===== config.mk =====
export PLATFORM = sky130hd
export DESIGN_NAME = kvs_xfer_scheduler
export DESIGN_NICKNAME = d
export VERILOG_FILES = /design/src/rtl/kvs_xfer_scheduler.sv
export SDC_FILE = /design/constraint.sdc
export NUM_CORES = 1
export LEC_CHECK = 0
export ABC_AREA = 1
export ABC_CLOCK_PERIOD_IN_PS = 4000
export CAP_MARGIN = 40
export CORE_AREA = 2 2 202 204
export CTS_CLUSTER_SIZE = 14
export DETAILED_ROUTE_END_ITERATION = 10
export DIE_AREA = 0 0 204 206
export PLACE_DENSITY = 0.58
export SKIP_CTS_REPAIR_TIMING = 1
export SLEW_MARGIN = 15
export SYNTH_ARGS = -nofsm -noshare
export SYNTH_HDL_FRONTEND = slang
export SYNTH_SLANG_ARGS = --single-unit

===== constraint.sdc =====
create_clock -name ap_clk -period 4 [get_ports ap_clk]
set_input_delay 0.4 -clock ap_clk [delete_from_list [all_inputs] [get_ports ap_clk]]
set_output_delay 0.4 -clock ap_clk [all_outputs]
set_load 0.02 [all_outputs]

===== src/rtl/kvs_xfer_scheduler.sv =====
// Splits a host transfer into engine chunks of at most C_CHUNK_BYTES and
// issues them one at a time, reporting completion to the host.
//
// state  | meaning
// -------+------------------------------------------------------------
// IDLE   | waiting for a rising ap_start edge
// ISSUE  | eng_start is high (rem != 0), or about to finish (rem == 0)
// WAIT   | chunk in flight, waiting for eng_done
// FINISH | ap_done is high for this one cycle
module kvs_xfer_scheduler #(
  parameter int C_ADDR_WIDTH  = 64,
  parameter int C_CHUNK_BYTES = 4096
) (
  input  logic                    ap_clk,
  input  logic                    ap_rst_n,
  input  logic                    ap_start,
  output logic                    ap_idle,
  output logic                    ap_done,
  input  logic [31:0]             data_num,
  input  logic [63:0]             axi00_ptr0,
  output logic                    eng_start,
  output logic [C_ADDR_WIDTH-1:0] eng_addr,
  output logic [31:0]             eng_size,
  input  logic                    eng_done,
  output logic [31:0]             chunk_cnt
);

  localparam logic [31:0] CHUNK = 32'(C_CHUNK_BYTES);

  typedef enum logic [1:0] {
    S_IDLE   = 2'd0,
    S_ISSUE  = 2'd1,
    S_WAIT   = 2'd2,
    S_FINISH = 2'd3
  } state_t;

  state_t                  state;
  state_t                  state_nxt;
  logic                    ap_start_q;
  logic                    ap_start_pulse;
  logic                    accept;
  logic                    retire;
  logic [31:0]             rem;
  logic [31:0]             rem_nxt;
  logic [C_ADDR_WIDTH-1:0] addr;
  logic [C_ADDR_WIDTH-1:0] addr_nxt;
  logic [31:0]             cnt_nxt;
  logic                    eng_start_d;
  logic [C_ADDR_WIDTH-1:0] eng_addr_d;
  logic [31:0]             eng_size_d;
  logic                    ap_done_d;
  logic                    ap_idle_d;

  assign ap_start_pulse = ap_start & ~ap_start_q;
  assign accept         = (state == S_IDLE) && ap_start_pulse;
  assign retire         = (state == S_WAIT) && eng_done;

  always_ff @(posedge ap_clk or negedge ap_rst_n) begin
    if (!ap_rst_n) begin
      state <= S_IDLE;
    end else begin
      state <= state_nxt;
    end
  end

  always_comb begin
    state_nxt = state;
    case (state)
      S_IDLE:   if (ap_start_pulse) state_nxt = S_ISSUE;
      S_ISSUE:  state_nxt = (rem == 32'd0) ? S_FINISH : S_WAIT;
      S_WAIT:   if (eng_done) state_nxt = S_ISSUE;
      S_FINISH: state_nxt = S_IDLE;
      default:  state_nxt = S_IDLE;
    endcase
  end

  // Job bookkeeping as it will stand after this edge; the registered outputs
  // below are loaded from it so eng_start lands in the ISSUE cycle itself.
  always_comb begin
    rem_nxt  = rem;
    addr_nxt = addr;
    cnt_nxt  = chunk_cnt;
    if (accept) begin
      rem_nxt  = data_num;
      addr_nxt = axi00_ptr0[C_ADDR_WIDTH-1:0];
      cnt_nxt  = 32'd0;
    end else if (retire) begin
      rem_nxt  = rem - eng_size;
      addr_nxt = addr + C_ADDR_WIDTH'(eng_size);
      cnt_nxt  = chunk_cnt + 32'd1;
    end
  end

  always_comb begin
    eng_start_d = (state_nxt == S_ISSUE) && (rem_nxt != 32'd0);
    ap_done_d   = (state_nxt == S_FINISH);
    ap_idle_d   = (state_nxt == S_IDLE);
    eng_addr_d  = eng_addr;
    eng_size_d  = eng_size;
    if (eng_start_d) begin
      eng_addr_d = addr_nxt;
      eng_size_d = (rem_nxt < CHUNK) ? rem_nxt : CHUNK;
    end
  end

  always_ff @(posedge ap_clk or negedge ap_rst_n) begin
    if (!ap_rst_n) begin
      ap_start_q <= 1'b0;
      rem        <= 32'd0;
      addr       <= '0;
      chunk_cnt  <= 32'd0;
      eng_start  <= 1'b0;
      eng_addr   <= '0;
      eng_size   <= 32'd0;
      ap_done    <= 1'b0;
      ap_idle    <= 1'b1;
    end else begin
      ap_start_q <= ap_start;
      rem        <= rem_nxt;
      addr       <= addr_nxt;
      chunk_cnt  <= cnt_nxt;
      eng_start  <= eng_start_d;
      eng_addr   <= eng_addr_d;
      eng_size   <= eng_size_d;
      ap_done    <= ap_done_d;
      ap_idle    <= ap_idle_d;
    end
  end

endmodule


# Word-level counts from Yosys, hierarchy flattened
# Cells that the tools add are included.
totals:
  output_inout_bits: 131
  in_bits: 100
  wordCells: 40
  reg_bits: 230
op_classes:
  n_eq_ne: 5
  bitwise_logic: 2
  n_reduce_logical: 8
  n_mux: 11
  n_lt_le_gt_ge: 1
  add_sub_neg: 3
ops:
  columns: ["op", "count"]
  rows:
  - ["$mux 32", 5]
  - ["$mux 64", 2]
  - ["$add 64x32->64", 1]
  - ["$add 32x1->32 const B", 1]
  - ["$logic_not 32->1", 1]
  - ["$lt 32x13->1 const B", 1]
  - ["$reduce_bool 32->1", 1]
  - ["$sub 32x32->32", 1]
  - ["$pmux 2 s4", 1]
  - ["$eq 2x2->1 const B", 3]
  - ["$eq 2x1->1 const B", 2]
  - ["$logic_not 2->1", 2]
  - ["$mux 2", 2]
  - ["$logic_and 1x1->1", 3]
  - ["$reduce_bool 2->1", 1]
  - ["$and 1x1->1", 1]
  - ["$mux 1", 1]
  - ["$not 1->1", 1]

# Depth between registers and ports, before layout
# Gate-level depths: netlist (run 1).
depth:
  depth_word: 6
  depth_mapped: 25
  ltp_nobuf: 23

# Least setup slack after synthesis (run 1)
# OpenSTA, ideal clock, no wires.
synth_timing:
  kind: "register to register"
  start: "register eng_size[0]"
  end: "register eng_addr[32]"
  arrival_ns: 2.840
  setup_ns: 0.066
  t_required_ns: 3.934
  n_path_buf: 2
  synth_period_minus_slack_ns: 2.906
  setup_slack_ns: 1.094
  path_stages_with_launch: 22
  path_cell_list: "dfrtp_1 -> ha_1 -> inv_1 -> fa_1 -> nand3_1 -> nand3_2 -> nand2_1 -> nand2_1 -> xor2_1 -> nand2_1 -> nand2_1 -> o21ai_0 -> nand3_1 -> nor2_1 -> nand3_1 -> nor2_2 -> nand3_4 -> nand2_4 -> buf_6 -> buf_6 -> nand2_1 -> nand2_1"
synth_between:
  elab_chain_len: 5
  word_cells_on_any_way: 8
  classes_between: "2 x add/sub; 4 x mux; 2 x reduce/logical"
synth_lines:
  columns: ["element", "line", "rtl"]
  rows:
  - ["from (decl)", "23", "output logic [31:0] eng_size,"]
  - ["from (signal assigned)", "124", "eng_size <= eng_size_d;"]
  - ["$sub 32x32->32", "88", "rem_nxt = rem - eng_size;"]
  - ["$mux 32", "87", "end else if (retire) begin"]
  - ["$mux 32", "83", "if (accept) begin"]
  - ["$reduce_bool 32->1", "95", "eng_start_d = (state_nxt == S_ISSUE) && (rem_nxt != 32'd0);"]
  - ["$logic_and 1x1->1", "95", null]
  - ["to (signal assigned)", "123", "eng_addr <= eng_addr_d;"]
  - ["to (decl)", "22", "output logic [C_ADDR_WIDTH-1:0] eng_addr,"]
# Parallel ways exist; a longest one is shown, timed or not.
# A chain may end at the register's enable or synchronous reset.

# Worst setup path after layout (run 1)
layout_timing:
  start: "register rem[0]"
  end: "register eng_addr[21]"
layout_between:
  elab_chain_len: 5
  word_cells_on_any_way: 9
  classes_between: "1 x add/sub; 1 x eq/ne; 4 x mux; 3 x reduce/logical"
layout_lines:
  columns: ["element", "line", "rtl"]
  rows:
  - ["from (decl)", "43", "logic [31:0] rem;"]
  - ["from (signal assigned)", "119", "rem <= rem_nxt;"]
  - ["$sub 32x32->32", "88", null]
  - ["$mux 32", "87", null]
  - ["$mux 32", "83", null]
  - ["via rem_nxt[28]", "44", "logic [31:0] rem_nxt;"]
  - ["$reduce_bool 32->1", "95", null]
  - ["$logic_and 1x1->1", "95", null]
# The timed path passes the listed nets, and every way through them passes these cells.

==> results of run 1 <==
[cell usage after synthesis, types with 31 or more instances]
library cell and count:
nand2_1 762, inv_1 337, dfrtp_1 229, nor2_1 215, nand3_1 182, o21ai_0 145, a21oi_1 99, ha_1 64
nor3_1 38, nand4_1 34, clkbuf_1 32, xor2_1 31
[worst min-delay path by stage]
stage | from | end | slack [ns] | depth (start not counted)
2_1_floorplan | ap_rst_n | addr[0] | 0.10 | 0
3_3_place_gp | eng_addr[9] | eng_addr[9] | 0.45 | 2
3_5_place_dp | eng_addr[25] | eng_addr[25] | 0.46 | 2
4_1_cts | ap_rst_n | addr[37] | -0.05 | 1
5_1_grt | ap_start | ap_start_q | 0.28 | 1
6_report | ap_start | ap_start_q | 0.29 | 1
[state kept, by name, summed over array words and instances (netlist names)]
register / count
chunk_cnt: 32
eng_start: 1
state: 2
ap_idle: 1
ap_done: 1
ap_start_q: 1
rem: 32
eng_addr: 64
addr: 64
eng_size: 32
[power by group]
part / switching [mW] / internal, mW
combinational: 4.73 / 2.61
sequential: 0.696 / 3.19
clock: 1.06 / 1.51
total: 6.49 / 7.31
[layout make-up]
type	count	area [sq um]
tap	532	666
sequential	230	5760
multi-input combinational	1713	8350
clock inverter	8	121
fill	4235	20600
clock buffer	40	795
inverter	341	1280
timing repair buffer	264	2640
[layer usage]
metal	wire [microns]	part of all wire [%]	global-route usage [%]
met2	24400	43	41.5
met3	4590	8.1	6.78
met5	0	0	0
met4	1010	1.8	4.74
met1	26900	47	38.7
[metrics by stage]
stage          setup TNS [ns]  instances  instance area (sq um)  power [mW]  worst slack (ns)
5_1_grt               -0.0594       3128                  19600        15.0           -0.0206
3_5_place_dp                0       3079                  18700        11.1             0.318
2_1_floorplan               0       2350                  15700        8.59              1.09
4_1_cts                     0       3127                  19600        13.8             0.303
3_3_place_gp                0       3079                  18700        11.1             0.321
6_report                    0       3128                  19600        13.8             0.278
[cell families after synthesis]
kind of cell               count (synthesis)  synth area share [%]
AOI/OAI and AO/OA                        303                  10.3
xor gates and xnor gates                  46                  2.57
adders and majority gates                 66                  5.35
buffers and inverters                    407                  10.2
DFF                                      230                  36.7
and+or+nand+nor                         1298                  34.8
[worst max-delay path: stages (launching register included)]
cell     delay [ns]
dfrtp_1        0.39
inv_1          0.06
ha_1           0.13
inv_1          0.08
fa_1           0.44
nand3_1        0.13
nand3_2        0.08
buf_4          0.16
nand2_1        0.06
nand3_1        0.23
nand2_1        0.18
nand2_1        0.07
nand2_1        0.06
nand3_1        0.09
nand2_1        0.10
nand2_1        0.07
nor2_1         0.18
nand3_1        0.11
nor2_2         0.24
nand3_4        0.13
nand2_4        0.21
buf_12         0.23
nand2_1        0.08
nand2_1        0.07
==> impl_metrics.csv, run 1 <==
group,metric,value,unit
place,gp_congestion,0.953,
critical_path,rrSetupSlack,0.28,ns
grt,antenna_found_initial,0,
floorplanning,start_util,39.1,%
layout,layout_commonest_cell,"nand2_1",
logic_synthesis,seq_area_frac_synth,36.7,%
clock_tree,clock-sinks,230,
floorplanning,pin_count,231,
critical_path,cp.arrival,4.21,ns
place,portBuffers,230,
grt,grt_max_degree,110,
floorplanning,dieArea,0.0420,sq mm
layout,final_cell_mix,"nand2_1, inv_1, clkdlybuf4s50_1",
logic_synthesis,yosysWarningCount,0,
run_status,outcome,"finished, final reports clean",
route,first_iter_violations,1119,
sta,whs,0.286,ns
place,post-dp-hpwl,44200,microns
clock_tree,clk_pin_slew,0.06,ns
power_and_ir_drop,powerDensity,704,mW/mm^2
sta,rsz0062_at_grt,"true",
layout,utilization,48.8,%
route,vias,16000,
route,first_pass_iters,5,
power_and_ir_drop,ir_drop,0.360,mV
sta,slew-limit-headroom,41.1,%
sta,final_max_slew_viol_count,0,
layout,insertedDiodeCount,0,
route,drc,0,
critical_path,r2r_start,"rem[0]",
floorplanning,die_h,206,microns
critical_path,crit_path_start,"rem[0]",
floorplanning,die_x,204,microns
logic_synthesis,synth_area_per_cell,6.68,sq um
route,finalWirelength,56900,microns
logic_synthesis,synth_edf_count,0,
grt,grt_use_total,27.0,%
critical_path,worstReg2RegEnd,"eng_addr[21]",
logic_synthesis,ys_top_cells_by_area,"dfrtp_1, nand2_1, inv_1, nand3_1, nor2_1",
critical_path,cp.required,4.49,ns
floorplanning,core.rowCount,74,
route,ant_nets,0,
logic_synthesis,syn_inst,2350,
critical_path,critPathMaxFanout,34,
layout,final_layout_size_suffix_gt1_share,4.62,%
logic_synthesis,ys_ff_latch,230,
clock_tree,cts_root_buf,"clkbuf_16",
grt,grt_pass1_wl,88100,microns
min_path,hold_path_class,"input port to register",
critical_path,cp-end-kind,"register",
layout,area_growth_syn_to_layout,24.9,%
sta,clock_skew,0.0296,ns
route,avgViaCountPerCell,5.11,
job,drv_cap,0,
floorplanning,fp.coreArea,0.0402,sq mm
logic_synthesis,ys_async_sr_fraction,100,%
clock_tree,htree_levels,1,
route,wl_per_cell,18.2,microns
clock_tree,clk_path_buf_depth,3,
sta,fmax,269,MHz
sta,setup_viol,0,
layout,nets,2743,
critical_path,crit_path_start_kind,"register",
logic_synthesis,synth_top_area_share,36.5,%
sta,period_needed,3.72,ns
sta,finalCritPeriodShare,93.0,%
sta,tightest_slew,0.883,ns
critical_path,reg2reg_depth,23,
clock_tree,clock_latency,0.58,ns
logic_synthesis,yosys.area.top_type,"dfrtp_1",
logic_synthesis,synthesis.area,0.0157,sq mm
grt,grt_pass1_vias,15400,
logic_synthesis,syn-num-nets,2516,
critical_path,crit_type,"register to register",
clock_tree,cts_tree,"done",
logic_synthesis,synthFlopType,"dfrtp_1",
critical_path,crit_path_end,"eng_addr[21]",
clock_tree,numCtsBuffers,27,
power_and_ir_drop,power_leakage,9.62,nW
logic_synthesis,ys_types,49,
sta,hold_violations,0,
grt,grt-ovfl-total,0,
Note: power is estimated with default switching activity, not from simulation.
==> run 2: changes to the inputs <==
--- a/config.mk
+++ b/config.mk
@@ -5,14 +5,13 @@
 export SDC_FILE = /design/constraint.sdc
 export NUM_CORES = 1
 export LEC_CHECK = 0
-export ABC_AREA = 1
 export ABC_CLOCK_PERIOD_IN_PS = 4000
 export CAP_MARGIN = 40
-export CORE_AREA = 2 2 202 204
+export CORE_AREA = 2 2 186 188
 export CTS_CLUSTER_SIZE = 14
 export DETAILED_ROUTE_END_ITERATION = 10
-export DIE_AREA = 0 0 204 206
-export PLACE_DENSITY = 0.58
+export DIE_AREA = 0 0 188 190
+export PLACE_DENSITY = 0.6
 export SKIP_CTS_REPAIR_TIMING = 1
 export SLEW_MARGIN = 15
 export SYNTH_ARGS = -nofsm -noshare
==> impl_metrics.csv, run 2 <==
group,metric,value,unit
run_status,outcome,"finished, violations left",
run_status,violations,"negative setup slack",
grt,grt-ovfl-total,0,
floorplanning,start_util,39.5,%
floorplanning,core.rowCount,68,
layout,fillers,3015,
sta,fmax,235,MHz
sta,period_needed,4.25,ns
logic_synthesis,ys_async_sr_fraction,100,%
logic_synthesis,ys_types,65,
clock_tree,htree_levels,1,
route,avgViaCountPerCell,5.34,
sta,final_max_slew_viol_count,0,
clock_tree,clock_latency,0.56,ns
logic_synthesis,seq_area_frac_synth,43.0,%
grt,grt_use_total,24.2,%
floorplanning,fp.coreArea,0.0339,sq mm
critical_path,crit_path_start,"rem[0]",
layout,fin_cells,2313,
sta,setup_tns,-16.37,ns
floorplanning,dieArea,0.0357,sq mm
min_path,holdPathStages,1,
layout,nets,2000,
clock_tree,clock-sinks,230,
critical_path,reg2reg_depth,17,
critical_path,r2r_start,"rem[0]",
route,first_pass_iters,5,
floorplanning,die_h,190,microns
logic_synthesis,synth_top_area_share,42.8,%
grt,grt_pass1_wl,68500,microns
logic_synthesis,yosysMostFrequentCell,"dfrtp_1",
sta,setup_viol,79,
route,drc,0,
grt,grt_max_degree,85,
place,dp_slack,-0.394,ns
layout,utilization,55.9,%
min_path,min_to,"ap_start_q",
layout,top_regs,"addr x64, eng_addr x64",
layout,area_growth_syn_to_layout,41.7,%
clock_tree,cts_tree,"done",
logic_synthesis,syn_inst,1403,
route,first_iter_violations,826,
critical_path,crit_path_start_kind,"register",
sta,fin_ws,-0.251,ns
job,drv_cap,0,
place,dp.cells,2256,
clock_tree,cts_root_buf,"clkbuf_16",
logic_synthesis,yosys.area.top_type,"dfrtp_1",
logic_synthesis,ys_top_cells_by_area,"dfrtp_1, ha_1, mux2_4, a21oi_1, nor2_1",
logic_synthesis,ys_top_cells_by_count,"dfrtp_1, nor2_1, a21oi_1, nand2_1, o21ai_0",
critical_path,crit_type,"register to register",
layout,final_cell_mix,"clkdlybuf4s50_1, buf_4, dfrtp_1",
place,post-dp-hpwl,33300,microns
layout,layout_commonest_cell,"clkdlybuf4s50_1",
grt,antenna_found_initial,3,
critical_path,rrSetupSlack,-0.25,ns
power_and_ir_drop,ir_drop,0.492,mV
logic_synthesis,synth_area_per_cell,9.55,sq um
grt,grt_pass1_vias,12400,
logic_synthesis,synth_edf_count,0,
floorplanning,die_x,188,microns
route,finalWirelength,43800,microns
place,portBuffers,230,
min_path,hold_path_class,"input port to register",
logic_synthesis,syn-num-nets,1569,
logic_synthesis,ys_ff_latch,230,
layout,final_layout_size_suffix_gt1_share,21.0,%
sta,slew-limit-headroom,41.6,%
logic_synthesis,yosysWarningCount,0,
power_and_ir_drop,powerDensity,738,mW/mm^2
route,ant_nets,0,
clock_tree,clk_path_buf_depth,3,
logic_synthesis,synthesis.area,0.0134,sq mm
critical_path,cp-end-kind,"register",
sta,rsz0062_at_grt,"true",
place,gp_congestion,0.946,
floorplanning,pin_count,231,
critical_path,cp.arrival,4.69,ns
clock_tree,numCtsBuffers,28,
sta,tightest_slew,0.876,ns
power_and_ir_drop,power_leakage,8.23,nW
min_path,hp-start,"ap_start",
route,wl_per_cell,18.9,microns
critical_path,critPathMaxFanout,20,
sta,clock_skew,0.0277,ns
sta,finalCritPeriodShare,106,%
logic_synthesis,synthFlopType,"dfrtp_1",
critical_path,cp.required,4.44,ns
clock_tree,clk_pin_slew,0.06,ns
route,vias,12400,
critical_path,worstReg2RegEnd,"eng_addr[60]",
sta,hold_violations,0,
==> run 2: cell type report <==
type,instances,area (sq um),share of cell area [%]
timing repair buffer,465,4180,22.0
antenna,3,7.51,0.0396
inverter,55,209,1.10
tap,455,569,3.00
sequential,230,5770,30.4
clock inverter,14,201,1.06
clock buffer,37,764,4.03
multi-input combinational,1054,7280,38.4
==> run 2: cells by family after synthesis <==
kind of cell	Yosys count	synth area share, %
AOI/OAI and AO/OA	369	17.3
DFF	230	43.0
adders and majority gates	66	6.28
muxes	66	6.94
and+or+nand+nor	451	16.1
buffers and inverters	119	3.71
xor gates and xnor gates	102	6.67
==> run 2: worst max-delay path, cell delays in order (launching register included) <==
cell	delay (ns)
dfrtp_1	0.40
inv_2	0.08
ha_4	0.13
inv_2	0.03
fa_2	0.37
buf_6	0.14
xnor2_2	0.14
nor2_1	0.05
a21oi_1	0.12
o21ai_1	0.09
or4_4	0.52
or4_4	0.43
or4_1	0.40
or3_4	0.36
o31ai_4	0.26
inv_4	0.13
buf_12	0.20
mux2_4	0.31
==> run 2: how the worst max path moves through the flow <==
stage	depth (start not counted)	slack, ns	end
after floorplan	16	-0.03	eng_addr[23]
after global placement	12	-0.32	eng_addr[59]
after detailed placement	18	-0.39	eng_addr[53]
after CTS	18	-0.42	eng_addr[14]
after global routing	17	-0.41	eng_addr[14]
final	17	-0.25	eng_addr[60]
==> run 2: stage by stage <==
stage               hold WS [ns]  instance area [sq um]  power [mW]
global placement           0.439                  17900        11.2
finish                     0.355                  19000        14.0
detailed placement         0.445                  17900        11.2
floorplan                  0.104                  13400        7.86
global route               0.368                  19000        14.9
CTS                       -0.157                  18800        13.9
==> run 2: layer usage <==
layer / vias up / GRT usage (%) / wire length (microns)
li1: 5954 / - / -
met1: 5921 / 33.5 / 19800
met2: 400 / 39.1 / 20100
met3: 80 / 2.86 / 2270
met4: 0 / 8.93 / 1560
met5: - / 0 / 0
==> run 2: report_power, final <==
group,total [mW],internal [mW],switching [mW]
logic,7.64,3.78,3.86
registers,3.72,3.15,0.575
clock network,2.64,1.61,1.03
total,14.0,8.54,5.46
==> run 3: changes to the inputs <==
--- a/config.mk
+++ b/config.mk
@@ -5,13 +5,13 @@
 export SDC_FILE = /design/constraint.sdc
 export NUM_CORES = 1
 export LEC_CHECK = 0
-export ABC_CLOCK_PERIOD_IN_PS = 4000
+export ABC_CLOCK_PERIOD_IN_PS = 3890
 export CAP_MARGIN = 40
 export CORE_AREA = 2 2 186 188
 export CTS_CLUSTER_SIZE = 14
 export DETAILED_ROUTE_END_ITERATION = 10
 export DIE_AREA = 0 0 188 190
-export PLACE_DENSITY = 0.6
+export PLACE_DENSITY = 0.62
 export SKIP_CTS_REPAIR_TIMING = 1
 export SLEW_MARGIN = 15
 export SYNTH_ARGS = -nofsm -noshare
==> constraint.sdc (replaced) <==
create_clock -name ap_clk -period 3.89 [get_ports ap_clk]
set_input_delay 0.389 -clock ap_clk [delete_from_list [all_inputs] [get_ports ap_clk]]
set_output_delay 0.389 -clock ap_clk [all_outputs]
set_load 0.02 [all_outputs]
==> impl_metrics.csv, run 3 (synthesis results as in run 2) <==
group,metric,value,unit
clock_tree,cts_root_buf,"clkbuf_16",
route,drc,0,
floorplanning,start_util,39.5,%
sta,slew-limit-headroom,44.3,%
power_and_ir_drop,power,14.3,mW
grt,antenna_found_initial,4,
grt,grt_pass1_vias,12400,
sta,setup_viol,96,
sta,rsz0062_at_grt,"true",
sta,clock_skew,0.0255,ns
clock_tree,numCtsBuffers,28,
place,dp_slack,-0.438,ns
sta,fmax,229,MHz
critical_path,crit_chain,"inv_2 > ha_4 > inv_2 > fa_2 > buf_6 > xnor2_2 > nor2_1 > a21oi_1 > o21ai_1 > or4_4 > or4_4 > or4_4 > or3_4 > o31ai_4 > inv_4 > buf_12 > mux2_4",
floorplanning,dieArea,0.0357,sq mm
floorplanning,die_x,188,microns
grt,grt_max_degree,98,
sta,fin_ws,-0.478,ns
run_status,outcome,"finished, violations left",
place,portBuffers,230,
place,dp.cells,2248,
layout,layout_commonest_cell,"clkdlybuf4s50_1",
route,first_pass_iters,5,
clock_tree,clk_path_buf_depth,3,
job,drv_cap,0,
critical_path,cp.arrival,4.78,ns
floorplanning,fp.coreArea,0.0339,sq mm
layout,nets,1992,
sta,finalCritPeriodShare,112,%
grt,grt_use_total,24.2,%
power_and_ir_drop,power_leakage,8.19,nW
clock_tree,htree_levels,1,
sta,period_needed,4.37,ns
min_path,hold_path_class,"input port to register",
route,vias,12300,
critical_path,cp.required,4.31,ns
place,gp_congestion,0.921,
grt,grt_pass1_wl,68400,microns
route,ant_nets,0,
layout,final_cell_mix,"clkdlybuf4s50_1, dfrtp_1, buf_4",
route,first_iter_violations,803,
critical_path,critPathMaxFanout,18,
grt,grt_use_met1,32.6,%
grt,top_usage_layer,"met2",
sta,tightest_slew,0.835,ns
floorplanning,pin_count,231,
critical_path,max_stage_delay,0.51,ns
sta,hold_violations,0,
layout,fillers,3045,
grt,grt-ovfl-total,0,
power_and_ir_drop,ir_drop,0.513,mV
grt,use_met2,39.0,%
place,placed_area,0.0178,sq mm
clock_tree,clock_latency,0.56,ns
sta,final_max_slew_viol_count,0,
run_status,violations,"negative setup slack",
place,post-dp-hpwl,33500,microns
layout,fin_area,0.0189,sq mm
critical_path,cpMaxStageDelayCell,"or4_4",
layout,fin_cells,2304,
layout,area_growth_syn_to_layout,41.0,%
critical_path,cp-end-kind,"register",
route,finalWirelength,43900,microns
route,avgViaCountPerCell,5.32,
clock_tree,clock-sinks,230,
clock_tree,cts_tree,"done",
layout,top_regs,"addr x64, eng_addr x64",
critical_path,crit_path_start_kind,"register",
critical_path,path_common_cell,"or4_4",
floorplanning,core.rowCount,68,
route,wl_per_cell,19.0,microns
power_and_ir_drop,powerDensity,755,mW/mm^2
grt,gr-usage-met3,3.36,%
critical_path,crit_type,"register to register",
sta,whs,0.346,ns
layout,final_layout_size_suffix_gt1_share,20.5,%
clock_tree,clk_pin_slew,0.06,ns
floorplanning,die_h,190,microns
run 3: changes by cell type in the layout (fill, tap and decap cells not counted), sizes merged:
cell | previous run | this run
inv | 55 | 56
clkinvlp | 1 | 3
clkinv | 9 | 4
bufinv | 4 | 2
clkbuf | 37 | 40
buf | 235 | 227
run 3: worst paths after layout:
path                         startpoint             to  slack [ns]  cells after the start
max                              rem[0]   eng_addr[18]       -0.48                     17
min                            ap_start     ap_start_q        0.35                      1
max reg2reg                      rem[0]   eng_addr[18]       -0.48                     17
min reg2reg                eng_addr[15]   eng_addr[15]        0.51                      1
max in group asynchronous      ap_rst_n       addr[16]        2.57                      3
min in group asynchronous      ap_rst_n  chunk_cnt[15]        0.43                      2
run 3: where the power goes:
| part | total [mW] | switching, mW | internal (mW) |
|---|---|---|---|
| combinational | 7.77 | 3.94 | 3.83 |
| sequential | 3.82 | 0.589 | 3.23 |
| clock | 2.66 | 1.07 | 1.59 |
| total | 14.3 | 5.60 | 8.65 |
run 3: per-stage QoR:
step                      setup TNS, ns  util, %
after detailed placement         -35.08     52.5
after global routing             -49.02     55.6
after global placement           -34.75     52.5
after floorplan                   -7.36        -
final                            -37.29     55.6
after CTS                        -38.13     55.2
run 3: worst max-delay path: cells and delay by family, from the launching register on:
family                     cells  cell delay [ns]
AOI/OAI and AO/OA              3             0.56
xor gates and xnor gates       1             0.11
adders and majority gates      2             0.52
buffers and inverters          5             0.58
DFF                            1             0.38
muxes                          1             0.30
and+or+nand+nor                5             1.76
run 3: layer usage:
layer	wire length [microns]	up-vias
met5	13	-
met4	1820	2
met3	2260	86
met2	20300	366
met1	19500	5910
li1	-	5901
run 3: area by class of cell:
class                   instances  area, sq um  area share, %
multi-input cells            1054         7260           38.5
clock inverters                10          123          0.650
clock buffers                  40          816           4.32
diodes                          3         7.51         0.0398
repair buffers                457         4130           21.9
flip-flops and latches        230         5770           30.5
inverters                      55          209           1.11
well taps                     455          569           3.02
